`src/rtl/spi_slave_dev_if.sv`:
```
`default_nettype none
// ============================================================================
// Module   : spi_slave_dev_if
// Purpose  : SPI pin bundle plus byte-level host side for spi_slave_dev
// Revision : 1.0
// ============================================================================
interface spi_slave_dev_if;
    logic       sclk;
    logic       mosi;
    logic       cs_n;
    logic       miso;
    logic       miso_oe;
    logic [7:0] tx_data;
    logic       tx_valid;
    logic       tx_ready;
    logic [7:0] rx_data;
    logic       rx_valid;
    logic       busy;
    logic       underrun;
    logic       frame_err;

    modport slave (
        input  sclk, mosi, cs_n, tx_data, tx_valid,
        output miso, miso_oe, tx_ready, rx_data, rx_valid, busy, underrun, frame_err
    );

    modport master (
        output sclk, mosi, cs_n, tx_data, tx_valid,
        input  miso, miso_oe, tx_ready, rx_data, rx_valid, busy, underrun, frame_err
    );
endinterface
`default_nettype wire

```
`src/rtl/spi_slave_dev.sv`:
```
`default_nettype none
// ============================================================================
// Module   : spi_slave_dev
// Purpose  : SPI mode-0 slave, 8-bit MSB-first, fully oversampled in clk domain
// Revision : 1.0
// ============================================================================
module spi_slave_dev #(
    parameter int         SYNC_STAGES = 2,
    parameter logic [7:0] TX_IDLE     = 8'hFF
) (
    input  wire            clk,
    input  wire            rst_n,
    spi_slave_dev_if.slave bus
);

    typedef enum logic [0:0] {
        ST_IDLE  = 1'b0,
        ST_SHIFT = 1'b1
    } state_t;

    state_t                 r_state;
    state_t                 w_state_next;

    logic [SYNC_STAGES-1:0] r_sclk_sync;
    logic [SYNC_STAGES-1:0] r_mosi_sync;
    logic [SYNC_STAGES-1:0] r_csn_sync;
    logic                   r_sclk_d;
    logic                   r_csn_d;

    logic [7:0]             r_shift_tx;
    logic [6:0]             r_shift_rx;
    logic [2:0]             r_bit_cnt;
    logic                   r_load_pending;
    logic [7:0]             r_hold;
    logic                   r_hold_full;
    logic [7:0]             r_rx_data;
    logic                   r_rx_valid;
    logic                   r_underrun;
    logic                   r_frame_err;

    logic                   w_sclk_s;
    logic                   w_csn_s;
    logic                   w_mosi_s;
    logic                   w_sclk_rise;
    logic                   w_sclk_fall;
    logic                   w_cs_fall;
    logic                   w_cs_rise;
    logic                   w_load;
    logic                   w_shift_rx;
    logic                   w_shift_tx;
    logic                   w_end_frame;
    logic                   w_byte_done;
    logic [7:0]             w_load_byte;
    logic [7:0]             w_rx_next;

    // cs_n chain resets low so a cs_n already low at release never looks like a fall.
    always_ff @(posedge clk or negedge rst_n) begin
        if (!rst_n) begin
            r_sclk_sync <= '0;
            r_mosi_sync <= '0;
            r_csn_sync  <= '0;
            r_sclk_d    <= 1'b0;
            r_csn_d     <= 1'b0;
        end else begin
            r_sclk_sync <= {r_sclk_sync[SYNC_STAGES-2:0], bus.sclk};
            r_mosi_sync <= {r_mosi_sync[SYNC_STAGES-2:0], bus.mosi};
            r_csn_sync  <= {r_csn_sync[SYNC_STAGES-2:0],  bus.cs_n};
            r_sclk_d    <= w_sclk_s;
            r_csn_d     <= w_csn_s;
        end
    end

    assign w_sclk_s    = r_sclk_sync[SYNC_STAGES-1];
    assign w_csn_s     = r_csn_sync[SYNC_STAGES-1];
    assign w_mosi_s    = r_mosi_sync[SYNC_STAGES-1];
    assign w_sclk_rise =  w_sclk_s & ~r_sclk_d;
    assign w_sclk_fall = ~w_sclk_s &  r_sclk_d;
    assign w_cs_rise   =  w_csn_s  & ~r_csn_d;
    assign w_cs_fall   = ~w_csn_s  &  r_csn_d;

    assign w_load_byte = r_hold_full ? r_hold : TX_IDLE;
    assign w_rx_next   = {r_shift_rx, w_mosi_s};
    assign w_byte_done = w_shift_rx && (r_bit_cnt == 3'd7);

    always_ff @(posedge clk or negedge rst_n) begin
        if (!rst_n) begin
            r_state <= ST_IDLE;
        end else begin
            r_state <= w_state_next;
        end
    end

    // Deselect outranks any sclk edge seen in the same cycle.
    always_comb begin
        w_state_next = r_state;
        w_load       = 1'b0;
        w_shift_rx   = 1'b0;
        w_shift_tx   = 1'b0;
        w_end_frame  = 1'b0;
        case (r_state)
            ST_IDLE: begin
                if (w_cs_fall) begin
                    w_state_next = ST_SHIFT;
                    w_load       = 1'b1;
                end
            end
            ST_SHIFT: begin
                if (w_cs_rise) begin
                    w_state_next = ST_IDLE;
                    w_end_frame  = 1'b1;
                end else begin
                    w_shift_rx = w_sclk_rise;
                    if (w_sclk_fall) begin
                        w_load     = r_load_pending;
                        w_shift_tx = ~r_load_pending;
                    end
                end
            end
            default: begin
                w_state_next = ST_IDLE;
            end
        endcase
    end

    always_ff @(posedge clk or negedge rst_n) begin
        if (!rst_n) begin
            r_shift_tx     <= 8'h00;
            r_shift_rx     <= 7'h00;
            r_bit_cnt      <= 3'd0;
            r_load_pending <= 1'b0;
            r_hold         <= 8'h00;
            r_hold_full    <= 1'b0;
            r_rx_data      <= 8'h00;
            r_rx_valid     <= 1'b0;
            r_underrun     <= 1'b0;
            r_frame_err    <= 1'b0;
        end else begin
            r_rx_valid  <= 1'b0;
            r_underrun  <= 1'b0;
            r_frame_err <= 1'b0;

            if (w_load) begin
                r_shift_tx     <= w_load_byte;
                r_load_pending <= 1'b0;
                if (!r_hold_full) begin
                    r_underrun <= 1'b1;
                end
            end else if (w_shift_tx) begin
                r_shift_tx <= {r_shift_tx[6:0], 1'b0};
            end

            if (w_shift_rx) begin
                r_shift_rx <= w_rx_next[6:0];
                r_bit_cnt  <= r_bit_cnt + 3'd1;
                if (w_byte_done) begin
                    r_rx_data      <= w_rx_next;
                    r_rx_valid     <= 1'b1;
                    r_load_pending <= 1'b1;
                end
            end

            if (w_end_frame) begin
                r_bit_cnt      <= 3'd0;
                r_load_pending <= 1'b0;
                if (r_bit_cnt != 3'd0) begin
                    r_frame_err <= 1'b1;
                end
            end

            // A boundary load empties the hold before any new capture is allowed.
            if (w_load && r_hold_full) begin
                r_hold_full <= 1'b0;
            end else if (bus.tx_valid && !r_hold_full) begin
                r_hold      <= bus.tx_data;
                r_hold_full <= 1'b1;
            end
        end
    end

    assign bus.miso      = (r_state == ST_SHIFT) ? r_shift_tx[7] : 1'b0;
    assign bus.miso_oe   = (r_state == ST_SHIFT);
    assign bus.busy      = (r_state == ST_SHIFT);
    assign bus.tx_ready  = ~r_hold_full;
    assign bus.rx_data   = r_rx_data;
    assign bus.rx_valid  = r_rx_valid;
    assign bus.underrun  = r_underrun;
    assign bus.frame_err = r_frame_err;

endmodule
`default_nettype wire
```
`src/flat_wrapper.sv`:
```
// flat-port wrapper written by rule: the top's interface ports become plain ports
module spi_slave_dev_flat 
#(
    parameter int         SYNC_STAGES = 2,
    parameter logic [7:0] TX_IDLE     = 8'hFF
)
  (clk, rst_n, bus_sclk, bus_mosi, bus_cs_n, bus_tx_data, bus_tx_valid, bus_miso, bus_miso_oe, bus_tx_ready, bus_rx_data, bus_rx_valid, bus_busy, bus_underrun, bus_frame_err);
  spi_slave_dev_if bus_i ();
  input  wire clk;
  input  wire rst_n;
  input wire logic [$bits(bus_i.sclk)-1:0] bus_sclk;
  input wire logic [$bits(bus_i.mosi)-1:0] bus_mosi;
  input wire logic [$bits(bus_i.cs_n)-1:0] bus_cs_n;
  input wire logic [$bits(bus_i.tx_data)-1:0] bus_tx_data;
  input wire logic [$bits(bus_i.tx_valid)-1:0] bus_tx_valid;
  output wire logic [$bits(bus_i.miso)-1:0] bus_miso;
  output wire logic [$bits(bus_i.miso_oe)-1:0] bus_miso_oe;
  output wire logic [$bits(bus_i.tx_ready)-1:0] bus_tx_ready;
  output wire logic [$bits(bus_i.rx_data)-1:0] bus_rx_data;
  output wire logic [$bits(bus_i.rx_valid)-1:0] bus_rx_valid;
  output wire logic [$bits(bus_i.busy)-1:0] bus_busy;
  output wire logic [$bits(bus_i.underrun)-1:0] bus_underrun;
  output wire logic [$bits(bus_i.frame_err)-1:0] bus_frame_err;
  assign bus_i.sclk = bus_sclk;
  assign bus_i.mosi = bus_mosi;
  assign bus_i.cs_n = bus_cs_n;
  assign bus_i.tx_data = bus_tx_data;
  assign bus_i.tx_valid = bus_tx_valid;
  assign bus_miso = bus_i.miso;
  assign bus_miso_oe = bus_i.miso_oe;
  assign bus_tx_ready = bus_i.tx_ready;
  assign bus_rx_data = bus_i.rx_data;
  assign bus_rx_valid = bus_i.rx_valid;
  assign bus_busy = bus_i.busy;
  assign bus_underrun = bus_i.underrun;
  assign bus_frame_err = bus_i.frame_err;
  spi_slave_dev #(.SYNC_STAGES(SYNC_STAGES), .TX_IDLE(TX_IDLE)) u_core (.clk(clk), .rst_n(rst_n), .bus(bus_i));
endmodule
```
`config.mk`:
```
export PLATFORM = sky130hd
export DESIGN_NAME = spi_slave_dev_flat
export DESIGN_NICKNAME = d
export VERILOG_FILES = /design/src/rtl/spi_slave_dev_if.sv /design/src/rtl/spi_slave_dev.sv /design/src/flat_wrapper.sv
export SDC_FILE = /design/constraint.sdc
export NUM_CORES = 1
export LEC_CHECK = 0
export ABC_AREA = 1
export BUFFER_PORTS_ARGS = -buffer_cell sky130_fd_sc_hd__buf_2
export CAP_MARGIN = 20
export CORE_MARGIN = 2
export CORE_UTILIZATION = 29
export CTS_CLUSTER_SIZE = 12
export DETAILED_ROUTE_END_ITERATION = 10
export PLACE_DENSITY = 0.47
export SLEW_MARGIN = 20
export SYNTH_ARGS = -nofsm -noshare
export SYNTH_HDL_FRONTEND = slang
export SYNTH_SLANG_ARGS = --single-unit
```
`constraint.sdc`:
```
create_clock -name clk -period 2.3 [get_ports clk]
set_clock_uncertainty 0.05 [all_clocks]
set_input_delay 0.345 -clock clk [delete_from_list [all_inputs] [get_ports clk]]
set_output_delay 0.345 -clock clk [all_outputs]
set_load 0.02 [all_outputs]
```
### After elaboration in Yosys (flattened, before gate mapping)

Index checks and enable logic that the tools add are counted.

| word-level totals | value |
|---|---|
| register bits after elaboration | 48 |
| bits of input ports | 14 |
| output and inout bits | 15 |

| cells by class | value |
|---|---|
| $add $sub $neg | 1 |
| equality and inequality tests | 1 |
| muxes and demuxes | 31 |
| bitwise operators | 12 |
| reduce and logical (&&, ||, !) cells | 10 |

Operators with widths:

| cell | count |
|---|---|
| 1-bit 2-to-1 mux | 24 |
| 8-bit 2-to-1 mux | 3 |
| 1-bit inverter | 8 |
| 3-bit 2-to-1 mux | 2 |
| 2-bit nonzero test | 3 |
| 1-bit bitwise AND | 4 |
| 1-bit one-hot mux with 2 select lines | 2 |
| 2-bit AND reduction | 2 |
| 3-bit by 1-bit adder with 3-bit output (second input constant) | 1 |
| 3-bit == test (second input constant) | 1 |
| 1-bit logical AND | 3 |
| 3-bit nonzero test | 1 |
| 1-bit logical NOT | 1 |

### Depth between registers and ports, before layout

Gate-level depths: netlist of run 1.

| depth | value |
|---|---|
| word-level depth | 9 |
| gate-level depth with buffers | 9 |
| depth with buffers taken out | 8 |

### Worst setup path after synthesis of run 1

No wires, ideal clock.

| timing | value |
|---|---|
| path kind | reg2reg |
| start | register u_core.r_state (netlist: u_core.bus.busy) |
| end | register u_core.r_shift_tx[5] |
| library setup time | 0.116 ns |
| data arrival time | 1.151 ns |
| slack | 0.982 ns |
| cell stages (with the launch flop) | 9 |
| path buffers | 1 |
| path through | dfrtp_1 inv_2 nand3_2 nand2_2 buf_4 nor2_1 nor2_2 nand2_1 nand2_1 |

| between the ends | value |
|---|---|
| cells in the longest elaborated chain, start to end | 3 |
| elaborated cells between the ends (all ways) | 5 |
| those cells by class | 3 x mux; 1 x bitwise; 1 x reduce/logical |

Ends and longest elaborated chain:

| item | RTL line | RTL |
|---|---|---|
| start, declared | spi_slave_dev.sv:21 | `state_t r_state;` |
| start signal, assigned | spi_slave_dev.sv:89 | `r_state <= w_state_next;` |
| 1-bit inverter | -- |  |
| 1-bit one-hot mux with 2 select lines | spi_slave_dev.sv:100 | `case (r_state)` |
| 8-bit 2-to-1 mux or 2-bit nonzero test (tied branches) | -- |  |
| end signal, assigned | spi_slave_dev.sv:143 | `r_shift_tx <= w_load_byte;` |
| end signal, assigned | spi_slave_dev.sv:149 | `r_shift_tx <= {r_shift_tx[6:0], 1'b0};` |
| end, declared | spi_slave_dev.sv:30 | `logic [7:0] r_shift_tx;` |

Several ways; a longest one is shown, not always the timed one.
A chain may end at the register's enable or synchronous reset.

### Worst setup path in the final report of run 1

| timing | value |
|---|---|
| start | register u_core.r_bit_cnt[0] |
| end | register u_core.r_rx_data[1] (netlist: u_core.bus.rx_data[1]) |

| between the ends | value |
|---|---|
| cells in the longest elaborated chain, start to end | 3 |

Ends and longest elaborated chain:

| item | RTL line | RTL |
|---|---|---|
| start, declared | spi_slave_dev.sv:32 | `logic [2:0] r_bit_cnt;` |
| start signal, assigned | spi_slave_dev.sv:154 | `r_bit_cnt <= r_bit_cnt + 3'd1;` |
| 3-bit == test | spi_slave_dev.sv:83 | `assign w_byte_done = w_shift_rx && (r_bit_cnt == 3'd7);` |
| 1-bit logical AND | spi_slave_dev.sv:83 |  |
| 2-bit AND reduction (no source line) | -- |  |
| end signal, assigned | spi_slave_dev.sv:156 | `r_rx_data <= w_rx_next;` |
| end, declared | spi_slave_dev.sv:36 | `logic [7:0] r_rx_data;` |

Every way passes these cells.

==> results.md, run 1 <==
- Worst-path clk slew: 0.09 ns
- Antenna Cells: 0
- Top Ports: 29
- Register area share after synthesis: 0.6206
- GRT Util Overall: 0.1071
- Routability cong.: 0.7412
- Vias: 1370
- Root buf cell: clkbuf_8
- Worst VDD drop: 348.4 uV
- Initial antenna violation count: 0
- Setup TNS: 0 ns
- Compound-Gate Fraction of Synth Area: 0.04525
- First DRT Iteration DRCs: 69
- Post-Synthesis Cells: 211
- Final nets: 258
- Via/cell ratio: 4.295
- PnR Total Power: 2.137 mW
- Period utilization: 0.6897
- Total wire length: 3.534 mm
- Ys Warns: 0
- Worst skew pair latency: 0.29 ns
- CTS Sinks: 48
- Largest net degree at the start of global routing: 49
- Antenna viol nets, final: 0
- CP endpoint kind: flop
- Simple-gate portion of the synthesized area: 0.2508
- Setup CP Type: flop to flop
- FP Rows: 29
- Dpl hpwl: 2.392 mm
- Die area: 7344 um^2
- Status: finished clean
- Syn Std Cell Area: 1936 um^2
- CTS max path bufs: 2
- Main combinational cell family by area after synthesis: simple AND/OR/NAND/NOR gates
- Core Area: 6386 um^2
- Router iterations before antenna repair: 6
- Hold Crit Class: input pin to asynchronous set/reset pin
- Syn Nets: 228
- Wire per inst: 11.08 um
- H-tree depth: 2
- Critical path launch point type: flop
- Area growth syn-to-layout: 15.32%
- Least-Margin Pin Slew: 0.6144 ns
- Num CTS Buffers: 5
- Die Wd: 85.70 um
- # resized after CTS: 0
- WP data arrival: 1.72 ns
- Power density over the cells: 957.4 nW/um^2
- DRC: 0
- Yosys reg bits: 48
- Post-synthesis mux area share: 0
- Final hold viol count: 0
- Worst Path Max Fanout: 11
- Vias in the first global route: 1330
- Hold-fix buffers, CTS: 0
- Post-CTS setup buffers: 0
- Max Slew Vio Count: 0
- Starting Density: 0.3031
- Crit-path cells: ha_1, ha_1, nand3_1, inv_2, nand2_1, nand2_1
- TritonCTS clock tree: yes
- Leakage: 1.211 nW
- Fin crit period: 1.586 ns
- Max Cap Viol: 0
- Critical Path RT: 2.44 ns
- FMAX: 630.4 MHz
- Layout cells sized above 1: 0.1983
- Yosys cell types: 19
- Vert. Die Dim: 85.70 um
- First-pass GRT wire length: 6.175 mm
- IO Port Bufs: 28
- Xor and xnor area share after synthesis: 0
- Slew Limit Headroom: 0.5904
- RSZ-0062 raised after global routing: false
- Final setup violation count: 0
- Post-synthesis adder-cell area fraction: 0.01939
- Total gr overflow: 0
- CP max stage delay: 0.39 ns
- Synthesized area per cell: 9.173 um^2
- Crit-path slowest cell: dfrtp_1
[layer usage]
metal	GRT usage	wire length, um
met2	0.1570	1495
met1	0.1494	1831
met4	0.04329	59
met3	0.03080	148
met5	0	0
[power breakdown]
part,internal (mW),switching [mW]
clock,0.245,0.270
sequential,1.05,0.125
combinational,0.161,0.285
[registers in the layout, indices dropped and copies added, names as in the netlist]
signal	cells
u_core.bus.rx_valid	1
u_core.r_sclk_sync	2
u_core.r_mosi_sync	2
u_core.r_csn_d	1
u_core.r_hold_full	1
u_core.bus.frame_err	1
u_core.r_shift_tx	8
u_core.r_sclk_d	1
u_core.r_hold	8
u_core.r_shift_rx	7
u_core.bus.underrun	1
u_core.bus.rx_data	8
u_core.r_csn_sync	2
u_core.bus.busy	1
u_core.r_load_pending	1
u_core.r_bit_cnt	3
[Yosys cell counts]
cell type  count  area, um^2
o21ai_1        5       25.02
o21ai_0        9       45.04
nand2_1       82       307.8
dfrtp_1       48        1201
buf_2          3       15.01
buf_4          2       15.01
nand2_4        2       22.52
buf_6          1       11.26
nand2_2        2       12.51
nand3_1        4       20.02
nor2_1        15       56.30
ha_1           3       37.54
nand4_1        7       43.79
nand3_2        1       10.01
a21boi_1       1       7.510
inv_1         17       63.81
inv_2          5       18.77
a21oi_1        2       10.01
nor2_2         2       12.51
[final timing paths]
path | cells after the start | to | slack (ns) | start
max in group asynchronous | 2 | u_core.r_shift_tx[2] | 1.69 | rst_n
setup reg to reg | 6 | u_core.bus.rx_data[1] | 0.71 | u_core.r_bit_cnt[0]
setup / recovery | 6 | u_core.bus.rx_data[1] | 0.71 | u_core.r_bit_cnt[0]
min in group clk | 1 | u_core.r_sclk_sync[0] | 0.10 | bus_sclk
hold / removal | 2 | u_core.r_hold[4] | 0.08 | rst_n
hold reg to reg | 0 | u_core.r_sclk_sync[1] | 0.30 | u_core.r_sclk_sync[0]
[critical path: cells and delay by family (launching register included)]
kind	cells	cell delay [ns]
simple gates	3	0.50
flops	1	0.39
fa+ha+maj	2	0.37
buf+inv	1	0.16
[final cells by class]
cell class	instances	area [um^2]
Fill cell	682	4154
Sequential cell	48	1201
Multi-Input combinational cell	135	610.6
Timing Repair Buffer	29	147.6
Tap cell	77	96.34
Clock buffer	7	86.33
Inverter	22	82.58
Clock inverter	1	7.507
[stage by stage]
| step | util | cell area, um^2 | setup WS, ns | cells | hold WS [ns] |
|---|---|---|---|---|---|
| after floorplan | - | 1936 | 0.9825 | 211 | -0.0005911 |
| after global placement | 0.3348 | 2138 | 0.7577 | 311 | 0.2829 |
| after CTS | 0.3495 | 2232 | 0.6748 | 319 | 0.09121 |
| final | 0.3495 | 2232 | 0.7136 | 319 | 0.07978 |
| after global routing | 0.3495 | 2232 | 0.5459 | 319 | 0.07705 |
| after detailed placement | 0.3348 | 2138 | 0.6850 | 311 | 0.2858 |
[logic make-up after synthesis]
logic type                 Yosys count
AOI/OAI and AO/OA                   17
DFF                                 48
and+or+nand+nor                    115
buffers and inverters               28
adders and majority gates            3
[placed cells by master (no fill, tap or decap)]
| cell type | n |
|---|---|
| nand3_1 | 4 |
| ha_1 | 3 |
| o21ai_1 | 5 |
| a21boi_1 | 1 |
| nand4_1 | 7 |
| buf_2 | 28 |
| inv_2 | 5 |
| a21oi_1 | 2 |
| nor2_1 | 15 |
| o21ai_0 | 9 |
| nor2_2 | 2 |
| nand2_1 | 82 |
| nand3_2 | 1 |
| dfrtp_1 | 48 |
| nand2_4 | 2 |
| clkbuf_8 | 6 |
| buf_4 | 1 |
| clkbuf_1 | 1 |
| clkinvlp_4 | 1 |
| nand2_2 | 2 |
| inv_1 | 17 |
Power figures use the tool's default switching activity.
==> run 2, diff against run 1 <==
==> constraint.sdc (replaced) <==
create_clock -name clk -period 1.49 [get_ports clk]
set_clock_uncertainty 0.05 [all_clocks]
set_input_delay 0.2235 -clock clk [delete_from_list [all_inputs] [get_ports clk]]
set_output_delay 0.2235 -clock clk [all_outputs]
set_load 0.02 [all_outputs]
==> results.md, run 2 (synthesis gave the netlist of run 1 again) <==
- Setup CP Type: flop to flop
- Worst-path clk slew: 0.09 ns (about the same)
- Wire per inst: 10.92 um (-1.4%)
- Crit-path cells: ha_1, ha_1, nand3_1, buf_4, nand2_1, o21ai_1
- Total gr overflow: 0 (unchanged)
- Placed Area: 2181 um^2 (+2.0%)
- First-pass GRT wire length: 6.368 mm (+3.1%)
- Logic pwr share: 0.230 (+0.021)
- Slew Limit Headroom: 0.7331 (+0.1427)
- Worst VDD drop: 740.4 uV (+110%)
- Root buf cell: clkbuf_8
- DRC: 0 (unchanged)
- Max Cap Viol: 0 (unchanged)
- Dpl hpwl: 2.484 mm (+3.8%)
- Die area: 7344 um^2 (unchanged)
- Antenna Cells: 0 (unchanged)
- Clock share of power: 0.231 (-0.010)
- Starting Density: 0.3031 (unchanged)
- CTS Sinks: 48 (unchanged)
- Routability cong.: 0.6947 (-6.3%)
- RSZ-0062 raised after global routing: false
- CP endpoint kind: flop
- Layout cells sized above 1: 0.2040 (+0.005653)
- Hold Crit Class: input pin to flop
- Most frequent cells in the layout: nand2_1 (82), dfrtp_1 (48), buf_2 (28)
- WP data arrival: 1.54 ns (-0.18 ns)
- Worst Path Max Fanout: 8 (-3)
- Final hold viol count: 0 (unchanged)
- Switch share: 0.3254 (+0.007234)
- Cell-internal power: 2.237 mW (+54%)
- Die Wd: 85.70 um (unchanged)
- FMAX: 734.3 MHz (+16%)
- IO Port Bufs: 28 (unchanged)
- Initial antenna violation count: 0 (unchanged)
- CP max stage delay: 0.40 ns (about the same)
- Leakage: 1.248 nW (+3.1%)
- Core Area: 6386 um^2 (unchanged)
- Power density over the cells: 1435 nW/um^2 (+50%)
- H-tree depth: 2 (unchanged)
- Worst skew pair latency: 0.30 ns (about the same)
- Router iterations before antenna repair: 4 (-2)
- Reg power frac: 0.539 (-0.012)
- Top Ports: 29 (unchanged)
- First DRT Iteration DRCs: 96 (+39%)
- Crit-path leading delay family: flip-flops
- Num CTS Buffers: 5 (unchanged)
- Antenna viol nets, final: 0 (unchanged)
- Cell area after layout: 2311 um^2 (+3.5%)
- Crit-path slowest cell: dfrtp_1
- Most common cell after layout, fill and taps aside: nand2_1
- Area growth syn-to-layout: 19.39%
- Vias: 1383 (+0.95%)
- Largest net degree at the start of global routing: 49 (unchanged)
- Vias in the first global route: 1339 (+0.68%)
- Total wire length: 3.571 mm (+1.0%)
- WHS: 0.07072 ns (-0.009060 ns)
- Final setup violation count: 0 (unchanged)
- GRT Util Overall: 0.1105 (+0.003326)
- CTS max path bufs: 2 (unchanged)
- Least-Margin Pin Slew: 0.3999 ns (-0.2145 ns)
- Status: finished clean
- Setup TNS: 0 ns (unchanged)
- TritonCTS clock tree: yes
- Net switching power: 1.079 mW (+59%)
- Vert. Die Dim: 85.70 um (unchanged)
- Most used cell, CP: ha_1
- Fin crit period: 1.362 ns (-0.2245 ns)
- Max Slew Vio Count: 0 (unchanged)
- Critical Path RT: 1.67 ns (-0.77 ns)
- Period utilization: 0.9140 (+0.2243)
- FP Rows: 29 (unchanged)
- Via/cell ratio: 4.229 (-1.5%)
- Post-CTS setup buffers: 0 (unchanged)
- Buffers plus inverters on the worst setup path: 1 (unchanged)
- Final nets: 266 (+3.1%)
- Critical path launch point type: flop
-- run 2: changes by cell type in the layout (fill, tap and decap cells not counted), sizes merged --
cell         change
clkinvlp         -1
buf              +4
dlygate4sd3      +4
clkinv           +1
-- run 2: area by class of cell --
type	instances	area (um^2)
clock buffer	7	76.32
clock inverter	1	8.758
fill	666	4075
inverter	22	82.58
multi-input combinational	135	615.6
sequential	48	1201
tap	77	96.34
timing repair buffer	37	230.2
-- run 2: worst paths after layout --
kind | start | to | slack, ns | cells after the start
min in group asynchronous | rst_n | u_core.r_hold[6] | 0.38 | 3
setup reg to reg | u_core.r_bit_cnt[1] | u_core.bus.rx_data[5] | 0.13 | 6
hold / removal | bus_tx_data[0] | u_core.r_hold[0] | 0.07 | 3
hold reg to reg | u_core.r_sclk_sync[0] | u_core.r_sclk_sync[1] | 0.30 | 0
setup / recovery | u_core.r_bit_cnt[1] | u_core.bus.rx_data[5] | 0.13 | 6
max in group asynchronous | rst_n | u_core.r_shift_tx[2] | 0.77 | 3
-- run 2: what timing repair did --
item                                    4_1_cts  5_1_grt
hold buffers                                  4        0
endpoints found under the hold margin        51        0
endpoints found under the setup margin        0        1
resized for setup                             0        1
-- run 2: metrics by stage --
stage	std cells	util	power (mW)	worst slack, ns
2_1_floorplan	211	-	2.348	0.1725
3_3_place_gp	315	0.3415	2.572	0.1635
3_5_place_dp	315	0.3415	2.578	0.09623
4_1_cts	327	0.3611	3.371	0.09343
5_1_grt	327	0.3619	3.587	0.03931
6_report	327	0.3619	3.316	0.1282
-- run 2: per-layer routing --
metal | GRT usage | vias to the layer above | share of wire
met2 | 0.1520 | 19 | 0.42
met3 | 0.03080 | 4 | 0.038
met4 | 0.04762 | 0 | 0.013
met1 | 0.1619 | 637 | 0.53
met5 | 0 | - | 0
li1 | - | 723 | -
-- run 2: power groups by stage --
stage / clock (mW) / sequential [mW] / combinational, mW
2_1_floorplan: 0 / 1.78 / 0.570
3_3_place_gp: 0 / 1.81 / 0.764
3_5_place_dp: 0 / 1.81 / 0.766
4_1_cts: 0.806 / 1.79 / 0.777
5_1_grt: 0.860 / 1.83 / 0.902
6_report: 0.767 / 1.79 / 0.762
-- run 2: worst reg2reg max path: stages, from the launching register on --
cell and delay (ns):
dfrtp_1 0.40, ha_1 0.19, ha_1 0.19, nand3_1 0.16
buf_4 0.18, nand2_1 0.05, o21ai_1 0.07
==> run 3, diff against run 2 <==
--- a/config.mk
+++ b/config.mk
@@ -12,7 +12,6 @@
 export CORE_UTILIZATION = 29
 export CTS_CLUSTER_SIZE = 12
 export DETAILED_ROUTE_END_ITERATION = 10
-export PLACE_DENSITY = 0.47
 export SLEW_MARGIN = 20
 export SYNTH_ARGS = -nofsm -noshare
 export SYNTH_HDL_FRONTEND = slang
==> results.md, run 3 (synthesis gave the netlist of run 1 again) <==
- Top Ports: 29 (unchanged)
- Slew Limit Headroom: 0.7267 (-0.006447)
- Routability cong.: 0.7303 (+5.1%)
- Setup TNS: 0 ns (unchanged)
- CP max stage delay: 0.39 ns (about the same)
- Total wire length: 3.563 mm (-0.22%)
- WP data arrival: 1.52 ns (-0.02 ns)
- Antenna Cells: 0 (unchanged)
- Worst-path clk slew: 0.09 ns (about the same)
- Most frequent cells in the layout: nand2_1 (82), dfrtp_1 (48), buf_2 (28)
- GRT Util Overall: 0.1099 (-0.0005666)
- H-tree depth: 2 (unchanged)
- Die Wd: 85.70 um (unchanged)
- Crit-path cells: ha_1, ha_1, nand3_1, buf_4, nand2_1, o21ai_1
- Worst Path Max Fanout: 9 (+1)
- Initial antenna violation count: 0 (unchanged)
- Via/cell ratio: 4.367 (+3.3%)
- Placed Area: 2166 um^2 (-0.69%)
- Wire per inst: 11.00 um (+0.70%)
- Max Slew Vio Count: 0 (unchanged)
- Vias: 1415 (+2.3%)
- Period utilization: 0.8889 (-0.02508)
- Least-Margin Pin Slew: 0.4095 ns (+0.009661 ns)
- Final Core Density: 0.3664 (+0.004506)
- Die area: 7344 um^2 (unchanged)
- Crit-path slowest cell: dfrtp_1
- Post-CTS setup buffers: 0 (unchanged)
- Fin crit period: 1.324 ns (-0.03736 ns)
- Root buf cell: clkbuf_8
- Core Area: 6386 um^2 (unchanged)
- Layout cells sized above 1: 0.2024 (-0.001571)
- Worst skew pair latency: 0.31 ns (about the same)
- Crit-path leading delay family: flip-flops
- DRC: 0 (unchanged)
- Max Cap Viol: 0 (unchanged)
- FF-to-FF Start: u_core.r_bit_cnt[0]
- IO Port Bufs: 28 (unchanged)
- Power density over the cells: 1564 nW/um^2 (+9.0%)
- Critical Path RT: 1.68 ns (about the same)
- CTS Sinks: 48 (unchanged)
- Critical Path Source: u_core.r_bit_cnt[0]
- Worst VDD drop: 508.4 uV (-31%)
- RSZ-0062 raised after global routing: false
- Finished Layout Cells: 324 (-0.92%)
- FMAX: 755.0 MHz (+2.8%)
- Hold Crit Class: input pin to flop
- Router iterations before antenna repair: 4 (unchanged)
- Num CTS Buffers: 5 (unchanged)
- Starting Density: 0.3031 (unchanged)
- Cell area after layout: 2340 um^2 (+1.2%)
- Dpl cells: 313 (-0.63%)
- Leakage: 1.262 nW (+1.1%)
- Setup CP Type: flop to flop
- Final setup violation count: 0 (unchanged)
- Critical path launch point type: flop
- TritonCTS clock tree: yes
- Most used cell, CP: ha_1
- Most common cell after layout, fill and taps aside: nand2_1
- PnR Total Power: 3.659 mW (+10%)
- Area growth syn-to-layout: 20.88%
- Final hold viol count: 0 (unchanged)
- Vias in the first global route: 1435 (+7.2%)
- CTS max path bufs: 2 (unchanged)
- First-pass GRT wire length: 6.361 mm (-0.11%)
- Final nets: 264 (-0.75%)
- Total gr overflow: 0 (unchanged)
- Dpl hpwl: 2.395 mm (-3.6%)
- FP Rows: 29 (unchanged)
- Min-delay src: bus_tx_data[0]
- Buffers plus inverters on the worst setup path: 1 (unchanged)
- Largest net degree at the start of global routing: 49 (unchanged)
- CP endpoint kind: flop
- Vert. Die Dim: 85.70 um (unchanged)
- First DRT Iteration DRCs: 105 (+9.4%)
- Status: finished clean
- Antenna viol nets, final: 0 (unchanged)
-- run 3: final timing paths --
kind	to	slack, ns	depth (start not counted)
setup / recovery	u_core.bus.rx_data[5]	0.17	6
hold / removal	u_core.r_hold[0]	0.07	3
setup reg to reg	u_core.bus.rx_data[5]	0.17	6
hold reg to reg	u_core.r_mosi_sync[1]	0.31	0
max in group asynchronous	u_core.bus.rx_data[3]	0.78	3
min in group asynchronous	u_core.r_csn_sync[1]	0.40	3
-- run 3: worst register-to-register path: cells and delay by family, from the launching register on --
kind,cells,cell delay [ns]
DFF,1,0.39
and+or+nand+nor,2,0.20
AOI/OAI and AO/OA,1,0.06
adders and majority gates,2,0.37
buffers and inverters,1,0.19
-- run 3: power breakdown --
group	leakage (nW)	internal [mW]	switching (mW)
clock network	0.0642	0.660	0.434
logic	0.579	0.279	0.500
registers	0.619	1.62	0.163
-- run 3: timing repair --
item,in CTS,in global routing
endpoints found under the setup margin,0,1
gates resized for setup,0,1
hold buffers,4,0
hold endpoints to repair,51,0
-- run 3: final cells by class --
class	instances	area, um^2
fill	655	4046
sequential	48	1201
multi-input combinational	135	615.6
timing repair buffer	35	215.2
tap	77	96.34
inverter	22	82.58
clock buffer	5	68.82
clock inverter	2	60.06
-- run 3: metrics by stage --
stage,setup WS [ns],hold slack [ns]
2_1_floorplan,0.1725,-0.1221
3_3_place_gp,0.1685,0.1785
3_5_place_dp,0.1039,0.1771
4_1_cts,0.09397,0.06167
5_1_grt,0.01818,0.08554
6_report,0.1655,0.07005
-- run 3: routing by layer --
layer | global-route usage | up-vias | share of wire
met5 | 0 | - | 0
met3 | 0.02887 | 10 | 0.044
met4 | 0.06494 | 0 | 0.030
met1 | 0.1344 | 666 | 0.49
li1 | - | 717 | -
met2 | 0.1747 | 22 | 0.44
